--- src/rtl/mem_access_unit_pkg.sv ---
// rtl/mem_access_unit_pkg.sv - op codes, FSM state encodings and op helpers for the load/store unit
package mem_access_unit_pkg;

  // M-stage memory op codes
  localparam logic [7:0] EXE_LB_OP  = 8'b1110_0000;
  localparam logic [7:0] EXE_LH_OP  = 8'b1110_0001;
  localparam logic [7:0] EXE_LW_OP  = 8'b1110_0011;
  localparam logic [7:0] EXE_LBU_OP = 8'b1110_0100;
  localparam logic [7:0] EXE_LHU_OP = 8'b1110_0101;
  localparam logic [7:0] EXE_SB_OP  = 8'b1110_1000;
  localparam logic [7:0] EXE_SH_OP  = 8'b1110_1001;
  localparam logic [7:0] EXE_SW_OP  = 8'b1110_1011;

  // Supported memory data-bus widths
  localparam int DATA_W_32 = 32;
  localparam int DATA_W_64 = 64;

  typedef enum logic [1:0] {
    S_IDLE = 2'd0,
    S_REQ  = 2'd1,
    S_WAIT = 2'd2,
    S_DONE = 2'd3
  } mau_state_t;

  function automatic logic is_load(input logic [7:0] op);
    case (op)
      EXE_LB_OP, EXE_LBU_OP, EXE_LH_OP, EXE_LHU_OP, EXE_LW_OP: is_load = 1'b1;
      default: is_load = 1'b0;
    endcase
  endfunction

  function automatic logic is_store(input logic [7:0] op);
    case (op)
      EXE_SB_OP, EXE_SH_OP, EXE_SW_OP: is_store = 1'b1;
      default: is_store = 1'b0;
    endcase
  endfunction

endpackage

--- src/rtl/mem_access_unit_lane_align.sv ---
// rtl/mem_access_unit_lane_align.sv - byte-lane placement, load extraction and alignment check
module mem_lane_align
  import mem_access_unit_pkg::*;
#(
  parameter  int DATA_W = 32,
  localparam int STRB_W = DATA_W / 8,
  localparam int OFF_W  = $clog2(STRB_W)
) (
  input  logic [7:0]        op,
  input  logic [OFF_W-1:0]  off,
  input  logic [31:0]       wdata,
  input  logic [7:0]        rd_op,
  input  logic [OFF_W-1:0]  rd_off,
  input  logic [DATA_W-1:0] rdata,
  output logic [STRB_W-1:0] strb,
  output logic [DATA_W-1:0] wdata_lane,
  output logic [31:0]       load_data,
  output logic              misaligned
);

  logic [OFF_W-1:0]  half_off;
  logic [OFF_W-1:0]  word_off;
  logic [DATA_W-1:0] rshift;

  assign half_off = off & ~OFF_W'(1);
  assign word_off = off & ~OFF_W'(3);
  assign rshift   = rdata >> {rd_off, 3'b000};

  // Store strobes and lane-shifted store data; loads drive nothing
  always_comb begin
    strb       = '0;
    wdata_lane = '0;
    case (op)
      EXE_SB_OP: begin
        strb       = STRB_W'(1) << off;
        wdata_lane = DATA_W'(wdata[7:0]) << {off, 3'b000};
      end
      EXE_SH_OP: begin
        strb       = STRB_W'(2'b11) << half_off;
        wdata_lane = DATA_W'(wdata[15:0]) << {half_off, 3'b000};
      end
      EXE_SW_OP: begin
        strb       = STRB_W'(4'hF) << word_off;
        wdata_lane = DATA_W'(wdata) << {word_off, 3'b000};
      end
      default: ;
    endcase
  end

  // Pick the addressed byte/half/word and sign- or zero-extend it
  always_comb begin
    load_data = rshift[31:0];
    case (rd_op)
      EXE_LB_OP:  load_data = {{24{rshift[7]}}, rshift[7:0]};
      EXE_LBU_OP: load_data = {24'b0, rshift[7:0]};
      EXE_LH_OP:  load_data = {{16{rshift[15]}}, rshift[15:0]};
      EXE_LHU_OP: load_data = {16'b0, rshift[15:0]};
      default: ;
    endcase
  end

  // Natural-alignment check for halfword and word accesses
  always_comb begin
    misaligned = 1'b0;
    case (op)
      EXE_LH_OP, EXE_LHU_OP, EXE_SH_OP: misaligned = off[0];
      EXE_LW_OP, EXE_SW_OP:             misaligned = |off[1:0];
      default: ;
    endcase
  end

endmodule

--- src/rtl/mem_access_unit.sv ---
// rtl/mem_access_unit.sv - M-stage load/store unit with memory handshake, stall and flush cancel
module mem_access_unit
  import mem_access_unit_pkg::*;
#(
  parameter  int DATA_W = 32,
  parameter  int ADDR_W = 32,
  localparam int STRB_W = DATA_W / 8,
  localparam int OFF_W  = $clog2(STRB_W)
) (
  input  logic              clk,
  input  logic              resetn,
  input  logic [7:0]        op_i,
  input  logic              req_i,
  input  logic [ADDR_W-1:0] addr_i,
  input  logic [31:0]       wdata_i,
  input  logic              flush_i,
  output logic              stall_o,
  output logic [31:0]       rdata_o,
  output logic              adel_o,
  output logic              ades_o,
  output logic [ADDR_W-1:0] badvaddr_o,
  output logic              mem_req_o,
  output logic              mem_wr_o,
  output logic [ADDR_W-1:0] mem_addr_o,
  output logic [STRB_W-1:0] mem_wstrb_o,
  output logic [DATA_W-1:0] mem_wdata_o,
  input  logic              mem_addr_ok_i,
  input  logic              mem_data_ok_i,
  input  logic [DATA_W-1:0] mem_rdata_i
);

  mau_state_t        state_q, state_d;
  logic              cancel_q, cancel_d;
  logic              load_en;
  logic [7:0]        op_q;
  logic [OFF_W-1:0]  off_q;
  logic [STRB_W-1:0] strb;
  logic [DATA_W-1:0] wdata_lane;
  logic [31:0]       load_data;
  logic              misal, is_ld, is_st, is_mem, start;

  mem_lane_align #(.DATA_W(DATA_W)) u_align (
    .op         (op_i),
    .off        (addr_i[OFF_W-1:0]),
    .wdata      (wdata_i),
    .rd_op      (op_q),
    .rd_off     (off_q),
    .rdata      (mem_rdata_i),
    .strb       (strb),
    .wdata_lane (wdata_lane),
    .load_data  (load_data),
    .misaligned (misal)
  );

  assign is_ld      = is_load(op_i);
  assign is_st      = is_store(op_i);
  assign is_mem     = is_ld | is_st;
  assign adel_o     = req_i & is_ld & misal;
  assign ades_o     = req_i & is_st & misal;
  assign badvaddr_o = addr_i;
  assign start      = req_i & is_mem & ~misal & ~flush_i & (state_q == S_IDLE) & ~cancel_q;
  assign stall_o    = (start | (state_q == S_REQ) | (state_q == S_WAIT) |
                       (cancel_q & req_i & is_mem)) & ~flush_i;
  assign mem_req_o  = (state_q == S_REQ);

  // State and cancel registers
  always_ff @(posedge clk or negedge resetn) begin
    if (!resetn) begin
      state_q  <= S_IDLE;
      cancel_q <= 1'b0;
    end else begin
      state_q  <= state_d;
      cancel_q <= cancel_d;
    end
  end

  // Next state, cancel tracking and load-result capture enable
  always_comb begin
    state_d  = state_q;
    cancel_d = cancel_q;
    load_en  = 1'b0;
    unique case (state_q)
      S_IDLE: if (start) state_d = S_REQ;
      S_REQ: begin
        if (mem_addr_ok_i) begin
          if (mem_data_ok_i) begin
            state_d = flush_i ? S_IDLE : S_DONE;
            load_en = ~flush_i & ~mem_wr_o;
          end else begin
            state_d  = S_WAIT;
            cancel_d = flush_i;
          end
        end else if (flush_i) begin
          state_d = S_IDLE;
        end
      end
      S_WAIT: begin
        if (mem_data_ok_i) begin
          if (cancel_q | flush_i) begin
            state_d  = S_IDLE;
            cancel_d = 1'b0;
          end else begin
            state_d = S_DONE;
            load_en = ~mem_wr_o;
          end
        end else if (flush_i) begin
          cancel_d = 1'b1;
        end
      end
      S_DONE: state_d = S_IDLE;
    endcase
  end

  // Request capture at start and load result capture on data_ok
  always_ff @(posedge clk or negedge resetn) begin
    if (!resetn) begin
      op_q        <= '0;
      off_q       <= '0;
      mem_wr_o    <= 1'b0;
      mem_addr_o  <= '0;
      mem_wstrb_o <= '0;
      mem_wdata_o <= '0;
      rdata_o     <= '0;
    end else begin
      if (start) begin
        op_q        <= op_i;
        off_q       <= addr_i[OFF_W-1:0];
        mem_wr_o    <= is_st;
        mem_addr_o  <= {addr_i[ADDR_W-1:OFF_W], {OFF_W{1'b0}}};
        mem_wstrb_o <= strb;
        mem_wdata_o <= wdata_lane;
      end
      if (load_en) rdata_o <= load_data;
    end
  end

endmodule

--- config.mk ---
export PLATFORM = sky130hd
export DESIGN_NAME = mem_access_unit
export DESIGN_NICKNAME = d
export VERILOG_FILES = /design/src/rtl/mem_access_unit_pkg.sv /design/src/rtl/mem_access_unit_lane_align.sv /design/src/rtl/mem_access_unit.sv
export SDC_FILE = /design/constraint.sdc
export NUM_CORES = 1
export LEC_CHECK = 0
export ABC_CLOCK_PERIOD_IN_PS = 1800
export BUFFER_PORTS_ARGS = -buffer_cell sky130_fd_sc_hd__buf_2
export CORE_UTILIZATION = 45
export CTS_BUF_LIST = sky130_fd_sc_hd__clkbuf_2 sky130_fd_sc_hd__clkbuf_4 sky130_fd_sc_hd__clkbuf_8
export CTS_CLUSTER_SIZE = 10
export DETAILED_ROUTE_END_ITERATION = 8
export GPL_TIMING_DRIVEN = 0
export PLACE_DENSITY = 0.79
export SLEW_MARGIN = 10
export SYNTH_ARGS = -nofsm -noshare
export SYNTH_HDL_FRONTEND = slang
export SYNTH_SLANG_ARGS = --single-unit
--- constraint.sdc ---
create_clock -name clk -period 1.8 [get_ports clk]
set_input_delay 0.36 -clock clk [delete_from_list [all_inputs] [get_ports clk]]
set_output_delay 0.36 -clock clk [all_outputs]
set_load 0.05 [all_outputs]
# After elaboration in Yosys (flattened, before gate mapping)
# Index checks and enable logic that the tools add are counted.
# Widths: inputs -> output; s select.
# word_totals
regBits	112
in_bits	110
elab_cells	92
# op_classes
n_eq_ne	22
shift	5
n_mux	25
bitwise_logic	22
reduce_logical	9
# ops
operator	count
$pmux 32 s4	1
$eq 8x8->1 const B	12
$pmux 32 s3	1
$shl 16x5->32	1
$shl 8x5->32	1
$shr 32x5->32	1
$mux 2	7
$and 1x1->1	13
$pmux 4 s3	1
$mux 1	11
$pmux 2 s4	1
$ne 2x2->1 const B	3
$ne 3x2->1 const B	2
$pmux 1 s2	3
$reduce_or 3->1	2
$or 1x1->1	5
$reduce_and 5->1	1
$reduce_or 5->1	1
$eq 2x2->1 const B	2
$not 1->1	4
$reduce_or 2->1	2
$shl 1x2->4 const A	1
$shl 2x2->4 const A	1
$ne 3x3->1 const B	1
5 further kinds	5

# Longest topological paths before layout
# Gate-level depths: netlist of run 1.
# logic_depth
depth_word	13
ltp_mapped	9
ltp_nobuf	7

# Modules after synthesis
# From an unflattened synthesis of run 1, not the netlist that was laid out.
# hier_totals
hier_cells	510
area_unflattened_um2	6025.8
# by_module_without_submodules
module	n_inst	cells_each	area_each_um2	seq_area_each_um2
mem_access_unit	1	310	4594.4	2802.7
mem_lane_align	1	200	1431.4	0.0

# Least setup slack after synthesis of run 1
# No wires, ideal clock.
# synth_timing
path_kind	input to output
start	input op_i[4]
end	output ades_o
arrival_time_ns	2.319
required_time_ns	1.440
setup_slack_ns	-0.879
cell_stages	6
path_buffers	3
path_cell_list	and4b_1 -> buf_2 -> nand2_1 -> clkbuf_1 -> buf_1 -> nor3_1
# synth_between
elab_chain_cells	5
# synth_lines
item	line_no	source
start: declaration	mem_access_unit.sv:12	input logic [7:0] op_i,
$eq 8x8->1 (on tied branches)	mem_access_unit_pkg.sv:33, mem_access_unit_lane_align.sv:65	
$reduce_or 3->1	mem_access_unit_pkg.sv:33	case (op)
$mux 1	mem_access_unit_pkg.sv:33	
$and 1x1->1	mem_access_unit.sv:59	assign ades_o = req_i & is_st & misal;
$and 1x1->1 (*)	mem_access_unit.sv:59	
end: declaration	mem_access_unit.sv:20	output logic ades_o,
# Mark *: on every way between the ends. The rest lies on a longest branch, timed or not.

# Final worst setup path of run 1
# layout_timing
start	register cancel_q
end	output stall_o
# layout_between
elab_chain_cells	6
# layout_lines
item	line_no	source
start: declaration	mem_access_unit.sv:33	logic cancel_q, cancel_d;
start signal: assignment	mem_access_unit.sv:73	cancel_q <= cancel_d;
$not 1->1	mem_access_unit.sv:61	assign start = req_i & is_mem & ~misal & ~flush_i & (state_q == S_IDLE) & ~cancel_q;
$and 1x1->1	mem_access_unit.sv:61	
$or 1x1->1 (2 in a row)	mem_access_unit.sv:62	assign stall_o = (start | (state_q == S_REQ) | (state_q == S_WAIT) |
$or 1x1->1 (*)	mem_access_unit.sv:62	
$and 1x1->1 (*)	mem_access_unit.sv:63	(cancel_q & req_i & is_mem)) & ~flush_i;
end: declaration	mem_access_unit.sv:17	output logic stall_o,
# Marked as above.

==> results, run 1 <==
- Of the total power, the share spent switching nets is 0.457.
- At the worst endpoint, the required time is 1440 ps.
- On the worst path, the slowest cell contributes a delay of 410 ps.
- Dividing the final minimum period by the clock period gives 1.24.
- By instance count, the leading cell after synthesis is sky130_fd_sc_hd__dfrtp_1.
- The dominant combinational cell family by area after synthesis is compound AO/OA/AOI/OAI gates.
- The element type at the critical path start is a flip-flop.
- The fraction of synthesized cell area in xor and xnor cells is 0.00151.
- Of the total power, the clock network draws 0.150.
- The floorplan die height is 115 um.
- The combined global-route utilization of all metal layers is 0.248.
- Of the synthesized area, sequential elements account for 0.484.
- Based on the critical path, the design can be clocked at up to 447 MHz.
- The multi-input combinational cell area is 2740 um^2.
- Once layout is complete, the utilization of the core stands at 0.631.
- The die covers 13300 um^2.
- Summed over all nets, the switching power comes to 4.22 mW.
- The commonest cells after synthesis are sky130_fd_sc_hd__dfrtp_1, sky130_fd_sc_hd__nand2_1, sky130_fd_sc_hd__buf_4.
- Walking the worst path, the cells encountered are a211oi_2 -> o2111a_2 -> nand3_4 -> buf_8 -> buf_12 -> a31oi_4 -> buf_6.
- Row generation in the floorplan step produced 41 rows.
- The first-pass iteration count of the detailed router is 5.
- The routed length per placed instance is 16.5 um.
- After synthesis the cells add up to 5790 um^2.
- The most instantiated flip-flop cell in the synthesis netlist is sky130_fd_sc_hd__dfrtp_1.
- In the post-synthesis netlist, the biggest area contributors are sky130_fd_sc_hd__dfrtp_1, sky130_fd_sc_hd__mux2_4, sky130_fd_sc_hd__nand2_1, sky130_fd_sc_hd__buf_4, sky130_fd_sc_hd__mux2i_1.
- The internal portion of the total power is 5.01 mW.
- At the pin with the least slew margin, the transition time is 804 ps.
- The clock tree from TritonCTS is done.
- Of the total synthesized cell area, the portion taken by full adders, half adders and majority gates is 0.00865.
- Of the cells placed in the final design, the portion with a size suffix greater than 1 is 0.497.
- Setup slack on the worst reg-to-reg path comes out at -50 ps.
- The x dimension of the die is 115 um.
- The total number of clock tree sinks is 112.
- Hold timing on the final database bottoms out at a slack of 220 ps.
- CTS placed an instance of sky130_fd_sc_hd__clkbuf_8 at the clock tree root.
- The synthesized design contains 112 register bits.
- The mux share of post-synthesis cell area is 0.123.
- The post-layout worst setup margin is -436 ps.
- The first-pass GRT wire length is 25400 um.
- For this configuration, the core starts out at a cell density of 0.461.
- On the critical path the largest part of the delay comes from compound AO/OA/AOI/OAI gates.
- Synthesis produced a netlist whose cell count is 566.
- The per-cell via count in the routed design is 5.30.
- The number of fill cells in the layout is 1090.
- The kind of end point of the critical path is a primary output.
- The hold violation count in the final report is 0.
- In this run the number of H-tree levels came out at 3.
- The top fanout value on the critical path is 10.
- The count of boundary I/O pins is 247.
- The count of maximum capacitance violations is 0.
- By startpoint and endpoint, the worst setup path is classified as flip-flop to primary output.
- The detailed router placed 5373 vias in this run.
- The sum of routed wire length over all layers is 16700 um.
- Setup repair after global routing could not meet its margin everywhere.
- The number of nets with antenna violations after routing is 0.
- For this run, the number of Yosys warnings is 0.
- Entering global routing, the biggest net connects 65 pins.
- The simple-gate area share of the yosys netlist is 0.147.
- The flow ran to the end, but the final reports show violations.
- In the routed design, unresolved DRC markers number 0.
- The kind of path behind the tightest hold check is primary input to flip-flop.
- The number of max-slew violations in the final report came to 0.
- After legalization and detailed placement, the total HPWL measured 12200 um.
- The core area is 12600 um^2.
- The final worst clock skew is 6.58 ps.
- The worst pin sits at a relative slew slack of 0.464.
- The port buffer count is 242.
- The final layout contains 951 nets.
- Compared with the post-synthesis result, the final layout area differs by 36.9%.
- The synthesized design contains 0 enable-type register cells.
- The maximum clock path buffer count is 2.
- In this run the power density over the cells is 1160 nW/um^2.
- Setup violations remaining at the end of the flow were counted as 18.
- The total congestion overflow is 0.
- The library cell contributing the largest single delay on the critical path is sky130_fd_sc_hd__dfrtp_1.
- The fraction of the mapped netlist area in compound gates was 0.152.
- The starting DRC count in detailed routing is 339.
- VDD sags by at most 0.642 mV.
- The checks that failed: setup timing.
- The post-layout total power is 9.23 mW.
- At the later pin of the worst-skew pair, clock insertion delay measures 380 ps.
- Buffers inserted during clock tree synthesis total 9.
- The fraction of synthesized cell area taken by the top area cell type is 0.484.
- The antenna diode instance count is 0.
- The number of global-route vias before repair is 5091.
- The combined flip-flop and latch cell area is 2800 um^2.
- The proportion of power drawn by combinational gates is 0.489.
- The register clock-pin slew on the reported worst setup and hold paths is 100 ps.
- The initial antenna violation count was 0.
- At the end of routability-driven placement, the weighted congestion stood at 0.900.
- The analysis attributes to cell leakage a power of 4.14 nW.
- The library cell with the largest summed area after synthesis is sky130_fd_sc_hd__dfrtp_1.
- Yosys mapped the design onto 49 distinct sky130hd cell types.
- The part of the total power dissipated in sequential elements is 0.360.
- The time the final worst path needs with I/O delays and setup is 2240 ps.
- The share of async-settable or async-resettable flops after synthesis is 1.00.
- At the worst endpoint, the arrival time is 1880 ps.
- The total buffers and inverters traversed by the critical path is 3.
- After synthesis, the mean cell area works out to 10.2 um^2.
-- per-stage QoR --
stage	cells	TNS (ps)	worst slack [ps]	instance area [um^2]
global placement	981	-130620	-978	7350
detailed placement	982	-23770	-643	7380
global route	1013	-2730	-522	7930
floorplan	567	-1020	-274	5920
CTS	1001	-674	-441	7670
finish	1013	-976	-436	7930
-- layout by cell type, fill, tap and decap left out, types with 17 or more instances in the layout --
cell	instances
sky130_fd_sc_hd__a21oi_1	20
sky130_fd_sc_hd__a22oi_1	24
sky130_fd_sc_hd__buf_2	244
sky130_fd_sc_hd__buf_4	49
sky130_fd_sc_hd__buf_6	17
sky130_fd_sc_hd__dfrtp_1	112
sky130_fd_sc_hd__mux2_4	31
sky130_fd_sc_hd__mux2i_1	17
sky130_fd_sc_hd__nand2_1	95
sky130_fd_sc_hd__nor2_1	27
sky130_fd_sc_hd__o21ai_0	27
sky130_fd_sc_hd__o31ai_1	20
-- path summary, 6_finish.rpt --
kind	from	end	cells after the start
max in group asynchronous	resetn	mem_wdata_o[15]	3
min in group asynchronous	resetn	mem_addr_o[16]	2
worst min register to register	op_q[5]	op_q[5]	1
worst min-delay path	addr_i[22]	mem_addr_o[22]	2
worst max register to register	state_q[1]	rdata_o[25]	9
worst max-delay path	cancel_q	stall_o	7
-- flip-flops by register name (all words and copies together), names as in the netlist --
register and cells:
state_q 2, op_q 8, mem_addr_o 30, cancel_q 1, mem_wstrb_o 4, mem_wdata_o 32
mem_wr_o 1, off_q 2, rdata_o 32
-- cell type report --
class                           instances  share of cell area
Timing Repair Buffer                  262               0.182
Clock inverter                          5             0.00426
Buffer                                 68              0.0677
Sequential cell                       112               0.354
Multi-Input combinational cell        379               0.346
Tap cell                              172              0.0272
Inverter                                5             0.00237
Clock buffer                           10              0.0174
-- power by group through the flow --
stage	clock network (mW)	logic (mW)	registers (mW)
finish	1.39	4.52	3.33
global route	1.52	4.80	3.38
CTS	1.42	4.19	3.31
detailed placement	0	4.10	3.36
global placement	0	4.06	3.34
floorplan	0	1.52	4.90
-- worst register-to-register path, cell delays in order (launching register included) --
cell and delay, ps:
sky130_fd_sc_hd__dfrtp_1 430, sky130_fd_sc_hd__inv_2 90, sky130_fd_sc_hd__buf_6 110, sky130_fd_sc_hd__ha_4 160
sky130_fd_sc_hd__nand2_4 70, sky130_fd_sc_hd__a21oi_4 180, sky130_fd_sc_hd__and4b_4 380, sky130_fd_sc_hd__buf_6 180
sky130_fd_sc_hd__nand3_1 100, sky130_fd_sc_hd__nand3_2 100
-- routing by layer --
layer	up-vias	track usage	share of wire
met5	-	0	0
met4	0	0.0883	0.020
met2	241	0.409	0.49
met1	2614	0.316	0.42
met3	30	0.0622	0.073
li1	2488	-	-
-- cell families after synthesis --
logic type / after synthesis
simple gates: 186
compound gates: 131
other cells: 1
flops: 112
buf+inv: 76
xor+xnor: 1
mux: 55
fa+ha+maj: 4
-- repair_timing --
| action | CTS | global route |
|---|---|---|
| gates resized for setup | 26 | 47 |
| setup endpoints to repair | 67 | 44 |
| hold buffers | 1 | 0 |
| setup buffers | 7 | 10 |
| endpoints found under the hold margin | 48 | 0 |
| gates cloned | 0 | 2 |
| pin swaps | 5 | 11 |
(Power assumes the default switching activity.)
==> run 2: changes to the inputs <==
PLACE_DENSITY = 0.78   (was 0.79)
SYNTH_HIERARCHICAL = 1   (was unset)
==> results, run 2 <==
- The core area is 12800 um^2.
- The number of instances on the worst hold path is 2.
- The post-layout total power is 10.4 mW.
- The time the final worst path needs with I/O delays and setup is 2280 ps.
- The final worst clock skew is 12.2 ps.
- The starting DRC count in detailed routing is 196.
- The share of async-settable or async-resettable flops after synthesis is 1.00.
- The post-layout worst setup margin is -483 ps.
- In the final timing run, aggregate negative setup slack is -20370 ps.
- The maximum number of pins on one net before global-route repair is 65.
- The number of max-slew violations in the final report is 0.
- The final net count is 913.
- The top fanout value on the critical path is 2.
- The number of placement rows is 41.
- The run finished, with violations left.
- The kind of path behind the tightest hold check is primary input to flip-flop.
- Setup repair after global routing could not meet its margin everywhere.
- The most common cell in the synthesized netlist is sky130_fd_sc_hd__dfrtp_1.
- The number of placed instances, taps included, is 928.
- Once detail routing completed, the nets flagged for antenna violations numbered 0.
- The worst setup slack for register-to-register paths is -310 ps.
- The die covers 13900 um^2.
- The routed layout has 5491 vias.
- The depth of the worst register-to-register path is 10.
- The pin slew with the least headroom to its limit is 729 ps.
- The hold violation count in the final report is 0.
- Headroom to the max-slew limit came out at 0.510.
- The unique cell type count in the Yosys netlist is 56.
- The count of synthesis-stage warnings from yosys is 6.
- The post-place setup slack is -1160 ps.
- Derived from the worst setup path, the maximum achievable clock frequency is 438 MHz.
- The count of flip-flops with a built-in enable after synthesis is 0.
- Setup violations remaining at the end of the flow were counted as 109.
- In the layout the commonest cells are sky130_fd_sc_hd__buf_2, sky130_fd_sc_hd__dfrtp_1, sky130_fd_sc_hd__mux2_1.
- The most instantiated flip-flop cell in the synthesis netlist is sky130_fd_sc_hd__dfrtp_1.
- After detailed routing, the number of vias per cell comes to 5.63.
- After clock tree synthesis, the clock-pin slew on the worst setup and hold paths is 110 ps.
- The combined global-route utilization of all metal layers is 0.267.
- In the finished design, the share of the clock period the worst path needs comes to 1.27.
- The sum of routed wire length over all layers is 18600 um.
- The average cell area after synthesis is 11.8 um^2.
- The first-pass iteration count of the detailed router is 5.
- For this design the static power due to leakage is 4.64 nW.
- The clock buffer count from CTS is 9.
- The placed instances occupy a cell area of 7890 um^2.
- The peak supply drop is 0.661 mV.
- Summed over all nets, the half-perimeter wirelength after detailed placement is 13500 um.
- In this run the critical register-to-register path is launched from state_q[0].
- After detailed routing, the number of remaining DRC violations is 0.
- For this configuration, the core starts out at a cell density of 0.470.
- The element type at the critical path start is a flip-flop.
- The start point of the critical path is state_q[0].
- TritonCTS built the clock tree.
- The total number of clock tree sinks is 112.
- The tightest hold path in the finished design has a slack of 183 ps.
- The power per cell area is 1180 nW/um^2.
- The floorplan die height is 118 um.
- Max-cap violations in this run came to 0.
- The share of the Yosys chip area taken by registers is 0.465.
- The cell area that synthesis handed to floorplanning was 6030 um^2.
- The largest registers in the layout are mem_wdata_o: 32 flops, rdata_o: 32 flops, mem_addr_o: 30 flops.
- The worst-case hold path end point is mem_addr_o[10].
- From synthesis to final layout, the design area changed by 47.0%.
- The commonest cells after synthesis are sky130_fd_sc_hd__dfrtp_1, sky130_fd_sc_hd__mux2_1, sky130_fd_sc_hd__buf_4.
- The final cell count without fillers is 976.
- The setup path with the least slack is of type flip-flop to primary output.
- The synthesized instance count is 510.
- The maximum level of the CTS H-tree is 3.
- The clock passes through at most 2 buffers.
- The die is 118 um wide.
- The required time at the endpoint of the critical path is 1440 ps.
- The worst register-to-register path ends at rdata_o[27].
- Of all cell types, the one taking the most synthesized area is sky130_fd_sc_hd__dfrtp_1.
- Routability-driven placement finished with a final weighted congestion of 0.941.
- The first-pass GRT wire length is 29100 um.
- Of the cells placed in the final design, the portion with a size suffix greater than 1 is 0.549.
- The antenna diode instance count is 0.
- The checks that failed: setup timing.
- The root buffer cell is sky130_fd_sc_hd__clkbuf_8.
- Fill cells in the final layout number 966.
- STA classifies the critical path endpoint as a primary output.
- The initial antenna violation count is 0.
- Summing all non-filler instances in the final layout gives an area of 8860 um^2.
- Measured on the finished design, the core utilization comes to 0.691.
- Of the post-synthesis cell area, the dominant cell type holds 0.465.
- Buffers placed on the I/O ports in this run total 244.
- After detailed routing, the average wire length per cell comes to 19.1 um.
- By area the synthesized netlist is led by sky130_fd_sc_hd__dfrtp_1, sky130_fd_sc_hd__mux2_1, sky130_fd_sc_hd__mux2_2, sky130_fd_sc_hd__buf_4, sky130_fd_sc_hd__mux2i_1.
- The number of global-route vias before repair is 5484.
- The library cell used most frequently in the layout, excluding fill and tap cells, is sky130_fd_sc_hd__buf_2.
- The count of boundary I/O pins is 247.
- Data arrives at the worst endpoint at 1920 ps.
- For this run the aggregate overflow at the end of global routing stands at 0.
- The number of synthesized register bits is 112.
- The origin of the worst min-delay path is addr_i[10].
- The later pin in the worst-skew pair is clocked with a latency of 400 ps.
run 2: changes by cell type in the layout (fill, tap and decap cells not counted), sizes merged, moves of 17 or more:
| cell | before | now |
|---|---|---|
| nor2 | 34 | 5 |
| a22o | 0 | 17 |
| o31ai | 20 | 0 |
| o22ai | 1 | 18 |
| o21ai | 29 | 4 |
| mux2 | 37 | 103 |
| nand2 | 98 | 6 |
run 2: worst max path at each step:
stage               slack (ps)      end  cells after the start
finish                    -480  stall_o                      7
global route              -570  stall_o                      7
CTS                       -490  stall_o                      7
detailed placement       -1160  stall_o                     10
global placement         -1140  stall_o                     10
floorplan                 -550  stall_o                      8
run 2: timing repair:
item	in CTS	in global routing
setup endpoints to repair	114	107
pin swaps	6	5
resized for setup	58	42
setup buffers	22	9
hold endpoints to repair	48	0
cloned	3	0
hold buffers	1	0
run 2: cell families after synthesis:
| logic type | after synthesis | synth area share |
|---|---|---|
| and+or+nand+nor | 82 | 0.0924 |
| DFF | 112 | 0.465 |
| muxes | 123 | 0.228 |
| adders and majority gates | 4 | 0.00831 |
| AOI/OAI and AO/OA | 103 | 0.127 |
| buffers and inverters | 85 | 0.0783 |
| other | 1 | 0.000622 |
run 2: where the power goes:
| part | internal (mW) | switching (mW) | total, mW |
|---|---|---|---|
| sequential | 3.04 | 0.358 | 3.40 |
| combinational | 1.83 | 3.18 | 5.01 |
| clock | 1.11 | 0.903 | 2.01 |
run 2: area by class of cell:
| class | count | area [um^2] | area share |
|---|---|---|---|
| inverter | 15 | 56.3 | 0.00636 |
| tap | 172 | 215 | 0.0243 |
| multi-input combinational | 314 | 3260 | 0.368 |
| clock buffer | 10 | 138 | 0.0155 |
| clock inverter | 6 | 138 | 0.0155 |
| buffer | 68 | 587 | 0.0663 |
| sequential | 112 | 2800 | 0.316 |
| timing repair buffer | 279 | 1660 | 0.187 |
run 2: per-layer routing:
metal  global-route usage  share of wire
met1                0.324           0.40
met2                0.457           0.49
met3               0.0610          0.069
met4                0.103          0.037
met5                    0              0
run 2: critical path, cell delays in order, from the launching register on:
cell,delay (ps)
sky130_fd_sc_hd__dfrtp_1,430
sky130_fd_sc_hd__inv_2,100
sky130_fd_sc_hd__ha_4,150
sky130_fd_sc_hd__nor4b_4,240
sky130_fd_sc_hd__nand4_4,140
sky130_fd_sc_hd__buf_8,160
sky130_fd_sc_hd__a31oi_4,140
sky130_fd_sc_hd__buf_6,180
==> run 3: changes to the inputs <==
ABC_CLOCK_PERIOD_IN_PS = 2340   (was 1800)
CORE_UTILIZATION = 50   (was 45)
CTS_BUF_LIST = sky130_fd_sc_hd__clkbuf_8   (was sky130_fd_sc_hd__clkbuf_2 sky130_fd_sc_hd__clkbuf_4 sky130_fd_sc_hd__clkbuf_8)
PLACE_DENSITY = 0.83   (was 0.78)
clock period = 2.34 ns   (was 1.8 ns; I/O delays follow)
==> results, run 3 (same netlist as run 2, synthesis figures left out) <==
- The flow ran to the end, but the final reports show violations.
- The checks that failed: DRC.
- Detailed routing inserted a total of 5293 vias.
- The worst setup path is launched from a primary input.
- The number of global-route vias before repair was 5319.
- Along the worst path, the maximum fanout reaches 11.
- The final net count is 887.
- The relative contribution of the clock network to total power is 0.185.
- The commonest non-fill, non-tap cell in the layout is sky130_fd_sc_hd__buf_2.
- The worst setup slack for register-to-register paths is 90 ps.
- The combined flip-flop and latch cell area is 2800 um^2.
- Measured against its own limit, the worst slew margin works out to 0.345.
- The tool flagged a number of max-cap violations equal to 0.
- The kind of end point of the critical path is a primary output.
- Summing internal, switching and leakage power gives 7.11 mW.
- The number of buffers inserted by hold repair at cts is 0.
- The top cell types in the final layout, fill and taps aside, are sky130_fd_sc_hd__buf_2, sky130_fd_sc_hd__dfrtp_1, sky130_fd_sc_hd__mux2_1.
- The count of boundary I/O pins is 247.
- The die covers 12500 um^2.
- On the final layout, the worst clock skew is 10.4 ps.
- Clock tree synthesis selected as its root buffer the cell sky130_fd_sc_hd__clkbuf_8.
- The required time at the endpoint of the critical path is 1870 ps.
- The register clock-pin slew on the reported worst setup and hold paths is 120 ps.
- The first global-routing pass estimated 26600 um of wire.
- The core area is 11600 um^2.
- The filler cells instantiated in the layout total 881.
- Entering global routing, the biggest net connects 59 pins.
- Grouping stages by cell kind, the critical path spends the most delay in simple AND/OR/NAND/NOR gates.
- The routed length per placed instance is 18.0 um.
- In the final layout, the multi-input gates occupy 2840 um^2.
- Of the total power, the share spent switching nets is 0.447.
- The number of max-slew violations in the final report is 0.
- The floorplan die height is 112 um.
- The worst hold slack is 25.5 ps.
- The worst register-to-register path ends at rdata_o[29].
- The routed design could run at a clock period as short as 2310 ps.
- Clock tree synthesis found a total of 112 sinks.
- The depth of the worst register-to-register path is 6.
- The library cell contributing the largest single delay on the critical path is sky130_fd_sc_hd__nor4b_4.
- The clock buffer count from CTS is 9.
- The largest single stage delay on the critical path is 300 ps.
- The power per cell area is 903 nW/um^2.
- Setup repair after global routing could not meet its margin everywhere.
- The initial antenna violation count is 0.
- The post-place setup slack is -863 ps.
- 0 antenna diodes ended up in the layout.
- The number of placement rows is 39.
- Timing would allow up to 433 MHz.
- The part of the total power dissipated in sequential elements is 0.363.
- The initial utilization of the core area, before any placement, comes to 0.521.
- Summed over all failing endpoints, the final setup total negative slack is 0 ps.
- In the final layout, the share of cells above drive strength 1 is 0.481.
- The worst setup path category is primary input to primary output.
- The combined global-route utilization of all metal layers is 0.270.
- The number of nets with antenna violations after routing is 0.
- The congestion estimate from routability-driven global placement came to 0.902.
- The H-tree was split into 3 levels.
- The internal power component is 3.93 mW.
- In this run the deepest clock path goes through 2 buffers.
- Relative to the synthesized area, the layout overhead comes to 30.7%.
- The hold violation count in the final report is 0.
- Counting both buffers and inverters, the worst setup path holds a total of 3.
- The largest registers in the layout are mem_wdata_o: 32 flops, rdata_o: 32 flops, mem_addr_o: 30 flops.
- The switching power total is 3.18 mW.
- The critical path goes through buf_12 -> clkbuf_8 -> a21oi_2 -> o22ai_1 -> and3_4 -> nor4b_4 -> nand4_4 -> a31oi_4 -> buf_6.
- The starting DRC count in detailed routing is 464.
- In the routed design, unresolved DRC markers number 19.
- Dividing the detail-routed via count by the number of cells gives 5.75.
- After legalization and detailed placement, the total HPWL measured 12800 um.
- The worst register-to-register path begins at op_q[1].
- TritonCTS built the clock tree.
- The total overflow left after global routing is 0.
- At the pin with the least slew margin, the transition time is 974 ps.
- The worst-skew pair later-pin latency is 380 ps.
- Dividing the final minimum period by the clock period gives 0.988.
- VDD sags by at most 0.493 mV.
- The floorplan step set the die width to 112 um.
- The final number of setup-violating endpoints is 0.
- Data on the critical path arrives at its endpoint at 1840 ps.
- The sum of routed wire length over all layers is 16600 um.
- The post-layout worst setup margin is 28.9 ps.
- The kind of path behind the tightest hold check is primary input to async pin.
- In this run the static leakage power is 4.19 nW.
- The share of total power dissipated in combinational logic is 0.452.
- The pre-antenna-repair detailed-routing pass consisted of 9 iterations.
- Input and output buffers added on the ports amount to 244.
## run 3: changes by cell type in the layout (fill, tap and decap cells not counted), moves of 8 or more
cell                      previous run  this run
sky130_fd_sc_hd__buf_12              9         1
sky130_fd_sc_hd__buf_2             240       251
sky130_fd_sc_hd__buf_4              57        44
sky130_fd_sc_hd__buf_6              12         4
sky130_fd_sc_hd__buf_8               8         0
sky130_fd_sc_hd__mux2_2              2        31
sky130_fd_sc_hd__mux2_4             34         0
sky130_fd_sc_hd__o32ai_1             0        16
sky130_fd_sc_hd__o32ai_2            13         0
## run 3: power groups by stage
| stage | logic (mW) | clock network [mW] | registers, mW |
|---|---|---|---|
| final | 3.21 | 1.32 | 2.58 |
| after global placement | 3.11 | 0 | 2.59 |
| after detailed placement | 3.18 | 0 | 2.61 |
| after floorplan | 1.13 | 0 | 3.82 |
| after global routing | 3.37 | 1.41 | 2.63 |
| after CTS | 3.21 | 1.35 | 2.58 |
## run 3: per-stage QoR
stage               area [um^2]   util  cells
finish                     7880  0.681    921
global route               7880  0.681    921
CTS                        7850  0.679    918
detailed placement         7550  0.653    899
global placement           7520  0.650    898
floorplan                  6120      -    511
## run 3: cell type report
class | instances | area share
Buffer | 67 | 0.0530
Clock buffer | 9 | 0.0157
Clock inverter | 7 | 0.0132
Inverter | 15 | 0.00715
Multi-Input combinational cell | 314 | 0.361
Sequential cell | 112 | 0.356
Tap cell | 143 | 0.0227
Timing Repair Buffer | 254 | 0.172
## run 3: per-layer routing
| layer | vias up | global-route usage | wire length [um] |
|---|---|---|---|
| met5 | - | 0 | 0 |
| met4 | 0 | 0.109 | 337 |
| met3 | 29 | 0.0566 | 1370 |
| met2 | 276 | 0.460 | 8270 |
| met1 | 2582 | 0.335 | 6610 |
| li1 | 2406 | - | - |
## run 3: worst reg2reg max path: cells and delay by family, from the launching register on
family                 cells  cell delay (ps)
AOI/OAI and AO/OA          1              350
DFF                        1              420
buffers and inverters      2              320
muxes                      1              230
and+or+nand+nor            2              870
## run 3: how the worst max path moves through the flow
stage | slack, ps | start | endpoint | depth (start not counted)
after global routing | -30 | op_i[1] | stall_o | 9
after global placement | -810 | op_i[1] | stall_o | 10
after CTS | -140 | op_i[1] | stall_o | 10
final | 30 | op_i[1] | stall_o | 9
after detailed placement | -860 | op_i[1] | stall_o | 10
after floorplan | -230 | op_i[7] | stall_o | 8
## run 3: repair_timing
item | in CTS | in global routing
hold endpoints to repair | 0 | 0
buffers inserted | 5 | 4
cloned | 0 | 0
resized for setup | 17 | 8
endpoints found under the setup margin | 74 | 32
pin swaps | 4 | 3
